<file path="src/rtl/mem_access_stage_pkg.sv">
// mem_access_stage_pkg: shared types and defaults for the MEM pipeline stage.
package mem_access_stage_pkg;
    typedef enum logic {MS_IDLE, MS_BUSY} mem_state_t;
    localparam int MEM_TIMEOUT_DEFAULT = 16;
    typedef struct packed {
        logic       valid;
        logic       reg_write;
        logic [2:0] rd;
        logic [7:0] data;
        logic       exp_error;
    } wb_bundle_t;
endpackage

</file>
<file path="src/rtl/mem_txn_ctrl.sv">
// mem_txn_ctrl: data-memory transaction FSM with hold registers and time-out counter.
module mem_txn_ctrl
    import mem_access_stage_pkg::*;
#(
    parameter int TIMEOUT_CYCLES = MEM_TIMEOUT_DEFAULT,
    parameter int CNT_W          = 5
) (
    input  logic       clk,
    input  logic       reset,
    input  logic       start,
    input  logic       load,
    input  logic       we,
    input  logic [7:0] addr,
    input  logic [7:0] wdata,
    input  logic [2:0] rd,
    input  logic       reg_write,
    input  logic       exp_error,
    input  logic       mem_ack,
    output logic       busy,
    output logic       done,
    output logic       timeout,
    output logic       mem_req,
    output logic       mem_we,
    output logic [7:0] mem_addr,
    output logic [7:0] mem_wdata,
    output logic       hold_load,
    output logic [2:0] hold_rd,
    output logic       hold_reg_write,
    output logic       hold_exp_error
);
    mem_state_t state, state_n;
    logic [CNT_W-1:0] cnt;
    logic hold_we;
    logic [7:0] hold_addr, hold_wdata;

    always_ff @(posedge clk or posedge reset) begin
        if (reset) state <= MS_IDLE;
        else       state <= state_n;
    end

    always_comb begin
        state_n = state;
        if (state == MS_IDLE) state_n = start ? MS_BUSY : MS_IDLE;
        else if (done || timeout) state_n = MS_IDLE;
    end

    // Counter value k means k BUSY cycles have already passed without an ack.
    always_ff @(posedge clk or posedge reset) begin
        if (reset) begin
            cnt            <= '0;
            hold_load      <= 1'b0;
            hold_we        <= 1'b0;
            hold_addr      <= '0;
            hold_wdata     <= '0;
            hold_rd        <= '0;
            hold_reg_write <= 1'b0;
            hold_exp_error <= 1'b0;
        end else if (start) begin
            cnt            <= '0;
            hold_load      <= load;
            hold_we        <= we;
            hold_addr      <= addr;
            hold_wdata     <= wdata;
            hold_rd        <= rd;
            hold_reg_write <= reg_write;
            hold_exp_error <= exp_error;
        end else if (busy && !mem_ack) begin
            cnt <= cnt + 1'b1;
        end
    end

    assign busy      = (state == MS_BUSY);
    assign done      = busy & mem_ack;
    assign timeout   = busy & ~mem_ack & (cnt == CNT_W'(TIMEOUT_CYCLES - 1));
    assign mem_req   = busy;
    assign mem_we    = busy & hold_we;
    assign mem_addr  = busy ? hold_addr : 8'h00;
    assign mem_wdata = busy ? hold_wdata : 8'h00;
endmodule

</file>
<file path="src/rtl/mem_access_stage.sv">
// mem_access_stage: MEM pipeline stage issuing loads/stores and registering the MEM/WB bundle.
module mem_access_stage
    import mem_access_stage_pkg::*;
#(
    parameter int TIMEOUT_CYCLES = MEM_TIMEOUT_DEFAULT,
    parameter int CNT_W          = 5
) (
    input  logic       clk,
    input  logic       reset,
    input  logic       in_valid,
    input  logic       in_mem_read,
    input  logic       in_mem_write,
    input  logic       in_reg_write,
    input  logic       in_imm_sel,
    input  logic [7:0] in_alu_result,
    input  logic [7:0] in_rd_val,
    input  logic [2:0] in_rd,
    input  logic [7:0] in_imm_val,
    input  logic       in_exp_error,
    output logic       stall,
    output logic       mem_req,
    output logic       mem_we,
    output logic [7:0] mem_addr,
    output logic [7:0] mem_wdata,
    input  logic       mem_ack,
    input  logic [7:0] mem_rdata,
    output logic       wb_valid,
    output logic       wb_reg_write,
    output logic [2:0] wb_rd,
    output logic [7:0] wb_data,
    output logic       wb_exp_error
);
    logic is_mem, busy, done, timeout;
    logic hold_load, hold_reg_write, hold_exp_error;
    logic [2:0] hold_rd;
    wb_bundle_t wb_n, wb_q;

    assign is_mem = in_valid & (in_mem_read | in_mem_write);
    assign stall  = is_mem & ~done & ~timeout;

    mem_txn_ctrl #(.TIMEOUT_CYCLES(TIMEOUT_CYCLES), .CNT_W(CNT_W)) u_ctrl (
        .clk            (clk),
        .reset          (reset),
        .start          (is_mem & ~busy),
        .load           (in_mem_read),
        .we             (in_mem_write),
        .addr           (in_alu_result),
        .wdata          (in_rd_val),
        .rd             (in_rd),
        .reg_write      (in_reg_write),
        .exp_error      (in_exp_error),
        .mem_ack        (mem_ack),
        .busy           (busy),
        .done           (done),
        .timeout        (timeout),
        .mem_req        (mem_req),
        .mem_we         (mem_we),
        .mem_addr       (mem_addr),
        .mem_wdata      (mem_wdata),
        .hold_load      (hold_load),
        .hold_rd        (hold_rd),
        .hold_reg_write (hold_reg_write),
        .hold_exp_error (hold_exp_error)
    );

    // Completion and time-out take priority; any other stalled or busy cycle is a bubble.
    always_comb begin
        wb_n = '0;
        if (done) begin
            wb_n.valid     = 1'b1;
            wb_n.reg_write = hold_reg_write & hold_load;
            wb_n.rd        = hold_rd;
            wb_n.data      = hold_load ? mem_rdata : 8'h00;
            wb_n.exp_error = hold_exp_error;
        end else if (timeout) begin
            wb_n.valid     = 1'b1;
            wb_n.rd        = hold_rd;
            wb_n.exp_error = 1'b1;
        end else if (!stall && !busy && in_valid) begin
            wb_n.valid     = 1'b1;
            wb_n.reg_write = in_reg_write;
            wb_n.rd        = in_rd;
            wb_n.data      = in_imm_sel ? in_imm_val : in_alu_result;
            wb_n.exp_error = in_exp_error;
        end
    end

    always_ff @(posedge clk or posedge reset) begin
        if (reset) wb_q <= '0;
        else       wb_q <= wb_n;
    end

    assign wb_valid     = wb_q.valid;
    assign wb_reg_write = wb_q.reg_write;
    assign wb_rd        = wb_q.rd;
    assign wb_data      = wb_q.data;
    assign wb_exp_error = wb_q.exp_error;
endmodule

</file>
<file path="config.mk">
export PLATFORM = sky130hd
export DESIGN_NAME = mem_access_stage
export DESIGN_NICKNAME = d
export VERILOG_FILES = /design/src/rtl/mem_access_stage_pkg.sv /design/src/rtl/mem_txn_ctrl.sv /design/src/rtl/mem_access_stage.sv
export SDC_FILE = /design/constraint.sdc
export NUM_CORES = 1
export LEC_CHECK = 0
export BUFFER_PORTS_ARGS = -buffer_cell sky130_fd_sc_hd__buf_4
export CORE_UTILIZATION = 47
export DETAILED_ROUTE_END_ITERATION = 8
export PLACE_DENSITY = 0.77
export REMOVE_ABC_BUFFERS = 1
export SYNTH_ARGS = -nofsm -noshare
export SYNTH_HDL_FRONTEND = slang
export SYNTH_SLANG_ARGS = --single-unit
</file>
<file path="constraint.sdc">
create_clock -name clk -period 2.1 [get_ports clk]
set_input_delay 0.105 -clock clk [delete_from_list [all_inputs] [get_ports clk]]
set_output_delay 0.105 -clock clk [all_outputs]
set_load 0.005 [all_outputs]
</file>
==> results of run 1 <==
-- cells by family after synthesis --
family	share of synthesized area, %
AO/OA/AOI/OAI	8.58
adder cells (fa/ha/maj)	1.32
buffers and inverters	2.57
flip-flops	56.7
multiplexers	17.2
AND/OR/NAND/NOR	13.6
-- cells in the mapped netlist, drive strengths merged --
cell	number
dfrtp	43
mux2	21
and2	17
nand2	14
o21ai	11
mux2i	9
a22o	6
a21oi	4
clkbuf	4
inv	3
nor2	3
and3	2
buf	2
ha	2
nand2b	2
nor2b	2
o21a	2
a21o	1
a31oi	1
nand3	1
nor3b	1
nor4b	1
o22ai	1
or2	1
or3	1
-- what timing repair did --
action                                  in CTS  in global routing
endpoints found under the hold margin       16                  0
setup buffers                                0                  0
endpoints found under the setup margin       0                  1
gates resized for setup                      0                  1
hold buffers                                 1                  0
-- worst paths after layout --
check / end / slack (ns) / from / depth (start not counted)
setup / recovery: stall / 0.06 / u_ctrl.cnt[0] / 6
hold / removal: wb_data[3] / 0.01 / mem_rdata[3] / 3
setup reg to reg: wb_valid / 0.40 / u_ctrl.cnt[0] / 5
hold reg to reg: u_ctrl.hold_wdata[3] / 0.48 / u_ctrl.hold_wdata[3] / 1
max in group asynchronous: u_ctrl.hold_addr[1] / 1.02 / reset / 4
min in group asynchronous: u_ctrl.hold_rd[2] / 0.37 / reset / 3
-- metrics by stage --
stage	worst slack (ns)	setup TNS [ns]	hold WS, ns	area, sq um	cells
floorplan	0.386	0	0.212	1860	149
global route	-0.0169	-0.0169	0.0159	2640	285
global placement	0.433	0	0.113	2520	276
CTS	0.0681	0	0.00588	2640	285
detailed placement	0.406	0	0.140	2520	276
finish	0.0614	0	0.0138	2640	285
-- sequential cells by signal (all words and copies together), names as in the netlist --
register	flops
u_ctrl.busy	1
u_ctrl.cnt	5
u_ctrl.hold_addr	8
u_ctrl.hold_exp_error	1
u_ctrl.hold_load	1
u_ctrl.hold_rd	3
u_ctrl.hold_reg_write	1
u_ctrl.hold_wdata	8
u_ctrl.hold_we	1
wb_data	8
wb_exp_error	1
wb_rd	3
wb_reg_write	1
wb_valid	1
-- critical path, cell delays in order (launching register included) --
cell                      delay (ns)
sky130_fd_sc_hd__dfrtp_1        0.41
sky130_fd_sc_hd__ha_1           0.23
sky130_fd_sc_hd__and3_1         0.19
sky130_fd_sc_hd__ha_1           0.19
sky130_fd_sc_hd__o21a_1         0.26
sky130_fd_sc_hd__nor3b_2        0.21
sky130_fd_sc_hd__buf_4          0.14
-- report_power, final --
part           internal [W]  switching (W)  total (W)
clock              0.000300       0.000263   0.000563
sequential         0.000980      0.0000776    0.00106
combinational      0.000306       0.000216   0.000521
total               0.00159       0.000557    0.00214
-- metal layers --
metal / part of all wire (%) / vias up / wire [um]
li1: - / 700 / -
met1: 42 / 713 / 1800
met2: 50 / 58 / 2120
met3: 6.5 / 5 / 277
met4: 1.4 / 0 / 61
met5: 0 / - / 0
-- layout by cell type, fill, tap and decap left out, types with 2 or more instances in the layout --
cell type and count:
sky130_fd_sc_hd__mux2_2 4, sky130_fd_sc_hd__o21ai_0 10, sky130_fd_sc_hd__nand2_1 14, sky130_fd_sc_hd__a22o_1 6, sky130_fd_sc_hd__dfrtp_1 43, sky130_fd_sc_hd__buf_4 78
sky130_fd_sc_hd__mux2i_1 9, sky130_fd_sc_hd__nor2b_1 2, sky130_fd_sc_hd__and2_1 17, sky130_fd_sc_hd__and3_1 2, sky130_fd_sc_hd__inv_1 2, sky130_fd_sc_hd__clkbuf_8 7
sky130_fd_sc_hd__o21a_1 2, sky130_fd_sc_hd__a21oi_1 4, sky130_fd_sc_hd__nand2b_1 2, sky130_fd_sc_hd__mux2_1 17, sky130_fd_sc_hd__ha_1 2
-- area by class of cell --
class                   instances  share of cell area [%]
well taps                      48                    2.27
inverters                       3                   0.427
repair buffers                 80                    23.3
clock buffers                   8                    3.79
multi-input cells             103                    29.4
flip-flops and latches         43                    40.8
==> results by stage, run 1 <==
Worst setup path:
- The critical setup path kind is reg -> out.
- The element type at the critical path end is a primary output.
- Of all nets on the critical path, the largest fanout is 6.
- Data on the critical path is required at its endpoint by 2.00 ns.
- The critical path startpoint category is a register.
- For the worst setup path, the data arrival time is approximately 1.9 ns.

Yosys:
- Yosys printed 0 warnings.
- By area the synthesized netlist is led by sky130_fd_sc_hd__dfrtp_1 (57%), sky130_fd_sc_hd__mux2_1 (10%), sky130_fd_sc_hd__and2_1 (5.6%).
- The largest area contributor in the netlist is sky130_fd_sc_hd__dfrtp_1.
- Synthesis inferred between 40 and 50 register bits.
- The share of Yosys cell area claimed by the top area cell type is 56.7%.
- Of the synthesized area, sequential elements account for 56.7%.
- The average size of a mapped cell is approximately 12 sq um.
- The post-synthesis instance area is roughly 1900 sq um.
- The netlist uses 29 different library cells.
- The number of standard cells after synthesis is between 150 and 200.

CTS:
- The clock edge transition at the registers on the reported setup and hold paths is ~0.070 ns.
- The number of buffers inserted during clock tree synthesis is 5.
- TritonCTS built the clock tree.
- CTS built an H-tree with a depth of 2.
- The later pin in the worst-skew pair is clocked with a latency of approximately 0.29 ns.
- CTS saw between 40 and 50 sinks.
- The root buffer cell chosen for the clock tree is sky130_fd_sc_hd__clkbuf_8.
- The longest clock path from root to sink contains 2 buffers.

Floorplan:
- The cell row count is 22.
- The standard cell core area is 3770 sq um.
- The x dimension of the die is 65.5 um.
- The area of the die is 4290 sq um.
- The die extent in y is 65.5 um.
- The I/O pin count is 77.
- The effective utilization at floorplan is about half.

Routing:
- In the routed layout, each cell is associated on average with a via count of between 5 and 6.
- Wires add up to roughly 4300 um.
- The number of optimization iterations in the first detailed-route pass is 4.
- For this run, design rule violations remaining after detail routing come to 0.
- The number of design-rule violations left by the first detailed-router iteration is 51.
- Once detail routing completed, the nets flagged for antenna violations numbered 0.
- Summing over every cut layer, the via total after detailed routing is ~1500.
- The wire length per cell is roughly 15 um.

Placed design:
- The detailed placer's ending HPWL is roughly 3200 um.
- The number of port buffers is 76.
- Routability-driven placement finished with a final weighted congestion of roughly 0.73.

Global route:
- For this run, global-route usage on met1 was measured as between 20% and 30%.
- The largest net degree at the start of global routing is 28.
- met2 is the most crowded layer.
- The global route total overflow is 0.
- The fraction of met3 tracks used by global routing is 6.25%.
- The total global routing track utilization is ~23%.
- The first global-routing pass estimated ~7200 um of wire.
- For this run, global-route usage on met2 was measured as 39.2%.
- The number of antenna violations at the first check in global routing came to 0.
- The via count of the first global-routing pass was 1600.

Timing:
- The number of max-slew violations in the final report is 0.
- The time the final worst path needs with I/O delays and setup is about 2.0 ns.
- For the pin with the worst max-slew slack, the measured transition is 0.624 ns.
- The number of setup violations in the final report is 0.
- The worst path uses 97.1% of the clock period.
- The maximum clock rate is ~490 MHz.
- The final count of hold timing violations is 0.
- The worst-case headroom to the max-slew limit is about three fifths.
- Clock skew on the completed layout was measured at ~0.0074 ns.

Final layout:
- The count of antenna diodes in the layout is 0.
- The synthesis-to-finish area growth is 39.2%.
- In the final layout, the share of cells above drive strength 1 is roughly two fifths.
- The sequential cell area in the final layout is between 1000 and 1500 sq um.
- At the end of the flow the core is filled with cells to 70.0%.
- In the final layout, the multi-input gates occupy 777 sq um.
- The number of nets in the final layout is 282.
- The number of fill cells is 280.

Status:
- The run finished with clean final reports.

Pwr:
- The overall power of the completed layout is around 0.0021 W.
- In this run the static leakage power is around 1.3 nW.
- The worst-case IR drop observed on VDD is around 0.46 mV.
- The areal power density over the cells is a little over 800 nW/um^2.

Flow run:
- The tool flagged a number of max-cap violations equal to 0.

Hold path:
- The min-delay analysis places its worst path in the category in -> reg.
No activity file was read; power rests on OpenSTA's default activity.
==> run 2: changes to the inputs <==
--- a/config.mk
+++ b/config.mk
@@ -6,10 +6,12 @@
 export NUM_CORES = 1
 export LEC_CHECK = 0
 export BUFFER_PORTS_ARGS = -buffer_cell sky130_fd_sc_hd__buf_4
-export CORE_UTILIZATION = 47
+export CORE_UTILIZATION = 48
 export DETAILED_ROUTE_END_ITERATION = 8
-export PLACE_DENSITY = 0.77
+export HOLD_SLACK_MARGIN = 0.12
+export PLACE_DENSITY = 0.78
 export REMOVE_ABC_BUFFERS = 1
 export SYNTH_ARGS = -nofsm -noshare
 export SYNTH_HDL_FRONTEND = slang
+export SYNTH_HIERARCHICAL = 1
 export SYNTH_SLANG_ARGS = --single-unit
==> results by stage, run 2 <==
Global route:
- The largest net degree at the start of global routing is 30 (was 28).
- The via count of the first global-routing pass is 1710 (was 1600).
- The global route total overflow was 0 (unchanged).
- The total global routing track utilization is 24.5% (was 22.7%).
- The number of antenna violations at the first check in global routing was 0 (unchanged).
- The global-route wire length before repair came to 7890 um (was 7160 um).

Final layout:
- The fraction of layout cells with a size suffix above 1 is 42.5% (was 40.1%).
- The most common cell after layout, fill and taps aside was sky130_fd_sc_hd__buf_4 (unchanged).
- The sequential cell area in the final layout is 1080 sq um (unchanged).
- The count of antenna diodes in the layout is 0 (unchanged).
- Highest-count cells in the layout ignoring fill and taps: sky130_fd_sc_hd__buf_4 (83), sky130_fd_sc_hd__dfrtp_1 (43), sky130_fd_sc_hd__dlygate4sd3_1 (37) (was sky130_fd_sc_hd__buf_4 (78), sky130_fd_sc_hd__dfrtp_1 (43), sky130_fd_sc_hd__mux2_1 (17), sky130_fd_sc_hd__and2_1 (17), sky130_fd_sc_hd__nand2_1 (14)).
- The area of combinational cells with multiple inputs was 831 sq um (was 777 sq um).
- The synthesis-to-finish area growth is 54.1% (was 39.2%).
- The number of nets in the final layout is 331 (was 282).
- The final standard cell utilization of the core is 77.3% (was 70.0%).
- The number of fill cells is 250 (was 280).
- The post-layout instance count excluding filler cells is 335 (was 285).

Timing:
- The worst-case headroom to the max-slew limit is 67.0% (was 58.1%).
- The smallest setup slack after layout is 0.141 ns (was 0.0614 ns).
- The time the final worst path needs with I/O delays and setup is 1.96 ns (was 2.04 ns).
- The final period utilization is 93.3% (was 97.1%).
- The summed negative setup slack over all endpoints was 0 ns (unchanged).
- Setup repair after global routing left no endpoint under its margin.
- The maximum clock rate is 510 MHz (was 491 MHz).
- The number of max-slew violations in the final report is 0 (unchanged).
- The number of setup violations in the final report is 0 (unchanged).
- The clock skew was 0.00757 ns (was 0.00743 ns).
- The actual slew at the worst max-slew pin is 0.495 ns (was 0.624 ns).
- The final count of hold timing violations is 0 (unchanged).

CTS:
- The buffer depth of the longest clock path was 2 (unchanged).
- The clock edge transition at the registers on the reported setup and hold paths is 0.08 ns (was 0.07 ns).
- The number of H-tree levels is 2 (unchanged).
- The TritonCTS clock tree is done (unchanged).
- The clock latency on the worst-skew pair is 0.28 ns (was 0.29 ns).
- The CTS sink count is 43 (unchanged).
- The clock root buffer master is sky130_fd_sc_hd__clkbuf_8 (unchanged).
- The number of buffers inserted during clock tree synthesis is 5 (unchanged).

Pwr:
- The leakage component of the power came to 1.52 nW (was 1.31 nW).
- The part of the power in combinational logic is 31.3% (was 24.3%).
- The cell internal power dissipation is 0.00184 W (was 0.00159 W).
- The peak supply drop is 0.660 mV (was 0.456 mV).
- The clock network fraction of design power is 24.4% (was 26.3%).
- The fraction of power spent switching nets is 26.2% (was 26.0%).
- The fraction of power consumed by sequential logic is 44.3% (was 49.4%).
- The areal power density over the cells is 808 nW/um^2 (was 811 nW/um^2).
- The switching power summed over all nets is 0.000654 W (was 0.000557 W).

Worst setup path:
- Sequence of cells on the critical path: ha_1 > and3_1 > ha_1 > and2_1 > nor2_4 > nand2_1 > nor2_1 > buf_4 (was ha_1 > and3_1 > ha_1 > o21a_1 > nor3b_2 > buf_4).
- The cell type with the highest occurrence count on the critical path is sky130_fd_sc_hd__ha_1 (unchanged).
- The cell at the slowest stage of the critical path was sky130_fd_sc_hd__dfrtp_1 (unchanged).
- The data arrival time of the critical path is 1.85 ns (was 1.93 ns).
- The data required time of the worst path is 2.00 ns (about the same).
- The critical path startpoint category is a register (unchanged).
- The critical setup path kind is reg -> out (unchanged).
- The largest fanout on the critical path is 4 (was 6).
- The highest cell delay on the worst timing path was 0.41 ns (about the same).
- The element type at the critical path end was a primary output (unchanged).

Placed design:
- The detailed placer's ending HPWL is 3150 um (was 3190 um).
- The number of port buffers is 76 (unchanged).
- The final weighted congestion of routability-driven global placement was 0.761 (was 0.729).
- The pre-CTS setup slack is 0.313 ns (was 0.406 ns).
- The number of instances in the placed design is 289 (was 276).

Status:
- Result of the run: complete, no violations (unchanged).

Yosys:
- The share of Yosys cell area claimed by the top area cell type is 53.6% (was 56.7%).
- The number of synthesized register bits is 43 (unchanged).
- The fraction of registers with async set or reset after synthesis came to 100% (unchanged).
- Commonest cells in the netlist: sky130_fd_sc_hd__dfrtp_1 (43), sky130_fd_sc_hd__and2_1 (20), sky130_fd_sc_hd__mux2_2 (19) (was sky130_fd_sc_hd__dfrtp_1 (43), sky130_fd_sc_hd__and2_1 (17), sky130_fd_sc_hd__mux2_1 (17)).
- The most frequently used flop master after synthesis is sky130_fd_sc_hd__dfrtp_1 (unchanged).
- The library cell with the highest instance count after synthesis is sky130_fd_sc_hd__dfrtp_1 (unchanged).
- The number of standard cells after synthesis is 167 (was 155).
- The sequential element share of the synthesized area was 53.6% (was 56.7%).
- The post-synthesis instance area is 2010 sq um (was 1900 sq um).
- The count of flip-flops with a built-in enable after synthesis is 0 (unchanged).
- The distinct cell type count after synthesis was 31 (was 29).
- The average size of a mapped cell is 12.0 sq um (was 12.2 sq um).
- The number of warning messages in the yosys log is 6 (was 0).
- Synth area leaders: sky130_fd_sc_hd__dfrtp_1 (54%), sky130_fd_sc_hd__mux2_2 (11%), sky130_fd_sc_hd__and2_1 (6.2%) (was sky130_fd_sc_hd__dfrtp_1 (57%), sky130_fd_sc_hd__mux2_1 (10%), sky130_fd_sc_hd__and2_1 (5.6%)).
- The largest area contributor in the netlist is sky130_fd_sc_hd__dfrtp_1 (unchanged).

Routing:
- The final routed DRC violation total is 0 (unchanged).
- The routed wire length was 4930 um (was 4250 um).
- The number of optimization iterations in the first detailed-route pass is 6 (was 4).
- The number of vias per cell after detailed routing is 4.95 (was 5.18).
- The number of vias after detailed routing was 1659 (was 1476).
- The number of nets still failing antenna checks after routing came to 0 (unchanged).
- The wire length per cell was 14.7 um (was 14.9 um).
- The number of design-rule violations left by the first detailed-router iteration is 42 (was 51).

Floorplan:
- The die extent in y is 66.7 um (was 65.5 um).
- The I/O pin count was 77 (unchanged).
- The x dimension of the die came to 66.7 um (was 65.5 um).
- The effective utilization at floorplan is 50.2% (was 50.3%).
- The cell row count is 23 (was 22).
- The area of the die was 4440 sq um (was 4290 sq um).
- The standard cell core area is 4000 sq um (was 3770 sq um).

Hold path:
- The class of the tightest hold or removal check is in -> reg (unchanged).

Flow run:
- The total of max-cap violations came to 0 (unchanged).
==> run 2: cell types whose count changed after synthesis, moves of 3 or more <==
cell | previous run | this run
sky130_fd_sc_hd__a22o_1 | 6 | 0
sky130_fd_sc_hd__and2_1 | 17 | 20
sky130_fd_sc_hd__buf_4 | 0 | 3
sky130_fd_sc_hd__clkbuf_1 | 4 | 1
sky130_fd_sc_hd__inv_1 | 3 | 7
sky130_fd_sc_hd__mux2_1 | 17 | 0
sky130_fd_sc_hd__mux2_2 | 4 | 19
sky130_fd_sc_hd__mux2_4 | 0 | 4
sky130_fd_sc_hd__nor2_1 | 1 | 4
sky130_fd_sc_hd__o21ai_0 | 10 | 6
sky130_fd_sc_hd__o21ai_1 | 1 | 7
==> run 2: area by class of cell <==
cell class	instances	area share (%)
repair buffers	120	32.1
clock inverters	1	0.971
well taps	50	2.02
inverters	7	0.850
clock buffers	6	2.35
multi-input cells	108	26.9
flip-flops and latches	43	34.8
==> run 2: worst max-delay path: cells and delay by family (launching register included) <==
family / cells / cell delay (ns)
DFF: 1 / 0.41
and+or+nand+nor: 5 / 0.65
buffers and inverters: 1 / 0.12
adders and majority gates: 2 / 0.39
==> run 2: metrics by stage <==
step | cell area [sq um] | power (W) | hold WS [ns]
floorplan | 1930 | 0.00148 | -0.00578
global placement | 2600 | 0.00181 | 0.167
detailed placement | 2600 | 0.00183 | 0.172
CTS | 3080 | 0.00249 | 0.123
global route | 3090 | 0.00264 | 0.143
finish | 3090 | 0.00250 | 0.130
==> run 2: path summary, 6_finish.rpt <==
kind / start / to / slack [ns] / depth (start not counted)
max reg2reg: u_ctrl/cnt[0] / wb_data[5] / 0.23 / 8
max in group asynchronous: reset / wb_data[4] / 1.35 / 3
min: in_imm_val[1] / wb_data[1] / 0.13 / 3
min reg2reg: u_ctrl/hold_reg_write / wb_reg_write / 0.49 / 2
max: u_ctrl/cnt[0] / stall / 0.14 / 8
min in group asynchronous: reset / wb_rd[0] / 0.41 / 3
==> run 2: metal layers <==
metal / GRT usage [%] / up-vias / wire length, um
met5: 0 / - / 0
met3: 6.34 / 12 / 230
met4: 10.6 / 0 / 102
met2: 42.3 / 56 / 2630
met1: 28.4 / 801 / 1960
li1: - / 790 / -
==> run 2: power groups by stage <==
stage               Clock, W  Sequential [W]  Combinational, W
floorplan                  0         0.00111          0.000371
global placement           0         0.00111          0.000692
detailed placement         0         0.00112          0.000708
CTS                 0.000622         0.00111          0.000766
global route        0.000659         0.00113          0.000851
finish              0.000608         0.00111          0.000781
==> run 2: timing repair <==
item                                    4_1_cts  5_1_grt
endpoints found under the setup margin        0        1
gates resized for setup                       0        0
setup buffers                                 0        2
endpoints found under the hold margin        79        0
hold buffers                                 37        0
==> run 2: cells by family after synthesis <==
logic type | count (synthesis) | share of synthesized area, %
AO/OA/AOI/OAI | 20 | 5.67
flip-flops | 43 | 53.6
XOR/XNOR | 2 | 0.873
adder cells (fa/ha/maj) | 2 | 1.25
multiplexers | 32 | 18.1
AND/OR/NAND/NOR | 52 | 15.3
buffers and inverters | 16 | 5.11
==> run 3: changes to the inputs <==
--- a/config.mk
+++ b/config.mk
@@ -9,7 +9,7 @@
 export CORE_UTILIZATION = 48
 export DETAILED_ROUTE_END_ITERATION = 8
 export HOLD_SLACK_MARGIN = 0.12
-export PLACE_DENSITY = 0.78
+export PLACE_DENSITY = 0.77
 export REMOVE_ABC_BUFFERS = 1
 export SYNTH_ARGS = -nofsm -noshare
 export SYNTH_HDL_FRONTEND = slang
==> results by stage, run 3 (synthesis results as in run 2) <==
Global route:
- The number of antenna violations at the first check in global routing was 0 (unchanged).
- The met2 usage is 37.2% (was 42.3%).
- The fraction of met3 tracks used by global routing came to 4.45% (was 6.34%).
- The met1 global-route usage came to 29.3% (was 28.4%).
- The global-route wire length before repair is 7550 um (was 7890 um).
- The total global routing track utilization is 23.2% (was 24.5%).
- The largest net degree at the start of global routing is 30 (unchanged).
- The layer with the highest usage is met2 (unchanged).
- The global route total overflow came to 0 (unchanged).
- The via count of the first global-routing pass is 1678 (was 1710).

Status:
- Result of the run: complete, no violations (unchanged).

Floorplan:
- The effective utilization at floorplan is 50.2% (unchanged).
- The I/O pin count is 77 (unchanged).
- The x dimension of the die is 66.7 um (unchanged).
- The standard cell core area is 4000 sq um (unchanged).
- The area of the die was 4440 sq um (unchanged).
- The die extent in y was 66.7 um (unchanged).
- The cell row count is 23 (unchanged).

Worst setup path:
- Sequence of cells on the critical path: ha_1 > and3_1 > ha_1 > and2_4 > nor2_4 > nand2_1 > nor2_1 > buf_4 (was ha_1 > and3_1 > ha_1 > and2_1 > nor2_4 > nand2_1 > nor2_1 > buf_4).
- The critical setup path kind is reg -> out (unchanged).
- The data arrival time of the critical path is 1.84 ns (was 1.85 ns).
- The launch point of the critical path is u_ctrl/cnt[0] (unchanged).
- The dominant delay contributor by cell family on the critical path is simple AND/OR/NAND/NOR gates (unchanged).
- The largest fanout on the critical path is 6 (was 4).
- The highest cell delay on the worst timing path is 0.41 ns (about the same).
- The critical path startpoint category is a register (unchanged).
- The cell at the slowest stage of the critical path is sky130_fd_sc_hd__dfrtp_1 (unchanged).
- The cell type with the highest occurrence count on the critical path is sky130_fd_sc_hd__ha_1 (unchanged).
- The element type at the critical path end is a primary output (unchanged).
- The launch point of the worst reg-to-reg path is u_ctrl/cnt[0] (unchanged).
- The total buffers and inverters traversed by the critical path is 1 (unchanged).
- The data required time of the worst path is 2.00 ns (about the same).

Timing:
- The time the final worst path needs with I/O delays and setup is 1.94 ns (was 1.96 ns).
- The actual slew at the worst max-slew pin came to 0.492 ns (was 0.495 ns).
- The worst slack on hold paths is 0.130 ns (about the same).
- The worst-case headroom to the max-slew limit is 67.2% (was 67.0%).
- Unrepaired setup endpoints after global routing: no (unchanged).
- The final period utilization is 92.5% (was 93.3%).
- The maximum clock rate is 515 MHz (was 510 MHz).
- The clock skew is 0.00694 ns (was 0.00757 ns).
- The number of setup violations in the final report is 0 (unchanged).
- The final count of hold timing violations is 0 (unchanged).
- The number of max-slew violations in the final report is 0 (unchanged).

Placed design:
- The number of port buffers is 76 (unchanged).
- The number of instances in the placed design is 288 (was 289).
- The detailed placer's ending HPWL is 2970 um (was 3150 um).
- The final weighted congestion of routability-driven global placement came to 0.719 (was 0.761).

CTS:
- The clock root buffer master is sky130_fd_sc_hd__clkbuf_8 (unchanged).
- The clock latency on the worst-skew pair came to 0.29 ns (was 0.28 ns).
- The TritonCTS clock tree is done (unchanged).
- The number of H-tree levels is 2 (unchanged).
- The number of buffers inserted during clock tree synthesis is 5 (unchanged).
- The buffer depth of the longest clock path is 2 (unchanged).
- The clock edge transition at the registers on the reported setup and hold paths is 0.08 ns (about the same).
- The CTS sink count is 43 (unchanged).

Final layout:
- The number of nets in the final layout is 331 (unchanged).
- The most common cell after layout, fill and taps aside is sky130_fd_sc_hd__buf_4 (unchanged).
- Highest-count cells in the layout ignoring fill and taps: sky130_fd_sc_hd__buf_4 (82), sky130_fd_sc_hd__dfrtp_1 (43), sky130_fd_sc_hd__dlygate4sd3_1 (38) (was sky130_fd_sc_hd__buf_4 (83), sky130_fd_sc_hd__dfrtp_1 (43), sky130_fd_sc_hd__dlygate4sd3_1 (37)).
- The fraction of layout cells with a size suffix above 1 came to 42.7% (was 42.5%).
- The count of antenna diodes in the layout is 0 (unchanged).
- The post-layout instance count excluding filler cells is 336 (was 335).
- The synthesis-to-finish area growth is 53.4% (was 54.1%).

Hold path:
- The startpoint of the most critical hold path was mem_ack (was in_imm_val[1]).
- The class of the tightest hold or removal check is in -> reg (unchanged).

Pwr:
- The areal power density over the cells is 772 nW/um^2 (was 808 nW/um^2).
- The overall power of the completed layout is 0.00238 W (was 0.00250 W).
- The leakage component of the power is 1.51 nW (was 1.52 nW).
- The peak supply drop was 0.535 mV (was 0.660 mV).

Routing:
- The number of nets still failing antenna checks after routing is 0 (unchanged).
- The number of vias after detailed routing is 1609 (was 1659).
- The number of optimization iterations in the first detailed-route pass is 6 (unchanged).
- The number of design-rule violations left by the first detailed-router iteration is 67 (was 42).
- The wire length per cell is 13.9 um (was 14.7 um).
- The final routed DRC violation total is 0 (unchanged).
- The number of vias per cell after detailed routing is 4.79 (was 4.95).
- The routed wire length is 4670 um (was 4930 um).

Flow run:
- The total of max-cap violations is 0 (unchanged).
## run 3: cell count changes in the layout (fill, tap and decap cells not counted), sizes merged
cell         before  now
clkinvlp          0    1
buf              83   82
dlygate4sd3      37   38
clkinv            0    1
bufinv            1    0
## run 3: worst paths after layout
kind | cells past startpoint | slack [ns] | end
min in group asynchronous | 3 | 0.41 | wb_rd[1]
setup / recovery | 8 | 0.16 | stall
hold / removal | 4 | 0.13 | u_ctrl/busy
hold reg to reg | 2 | 0.48 | wb_reg_write
max in group asynchronous | 3 | 1.35 | wb_data[0]
setup reg to reg | 8 | 0.28 | wb_data[1]
## run 3: timing repair
item | 4_1_cts | 5_1_grt
hold buffers | 38 | 0
setup buffers | 0 | 2
hold endpoints to repair | 79 | 0
gates resized for setup | 0 | 2
endpoints found under the setup margin | 0 | 1
## run 3: metal layers
layer / share of wire [%] / up-vias
met5: 0 / -
met4: 3.2 / 0
met3: 3.7 / 17
met2: 51 / 46
met1: 42 / 756
li1: - / 790
## run 3: per-stage QoR
step	worst slack, ns	util, %	TNS (ns)	area [sq um]
finish	0.158	77.0	0	3080
global route	0.0418	77.0	0	3080
CTS	0.0330	76.5	0	3060
detailed placement	0.307	64.9	0	2600
global placement	0.373	64.9	0	2600
floorplan	-0.637	-	-16.55	1930
## run 3: where the power goes
part           internal (W)  switching (W)
Clock              0.000232       0.000268
Combinational      0.000472       0.000298
Sequential          0.00102      0.0000901
## run 3: worst register-to-register path, delay by kind of cell, from the launching register on
kind                     cells  cell delay (ns)
adder cells (fa/ha/maj)      2             0.40
flip-flops                   1             0.41
AND/OR/NAND/NOR              4             0.60
buffers and inverters        1             0.15
AO/OA/AOI/OAI                1             0.18
## run 3: cell type report
| type | count | area (sq um) |
|---|---|---|
| sequential | 43 | 1080 |
| timing repair buffer | 120 | 996 |
| fill | 260 | 921 |
| multi-input combinational | 108 | 833 |
| clock buffer | 6 | 72.6 |
| tap | 50 | 62.6 |
| inverter | 7 | 26.3 |
| clock inverter | 2 | 12.5 |
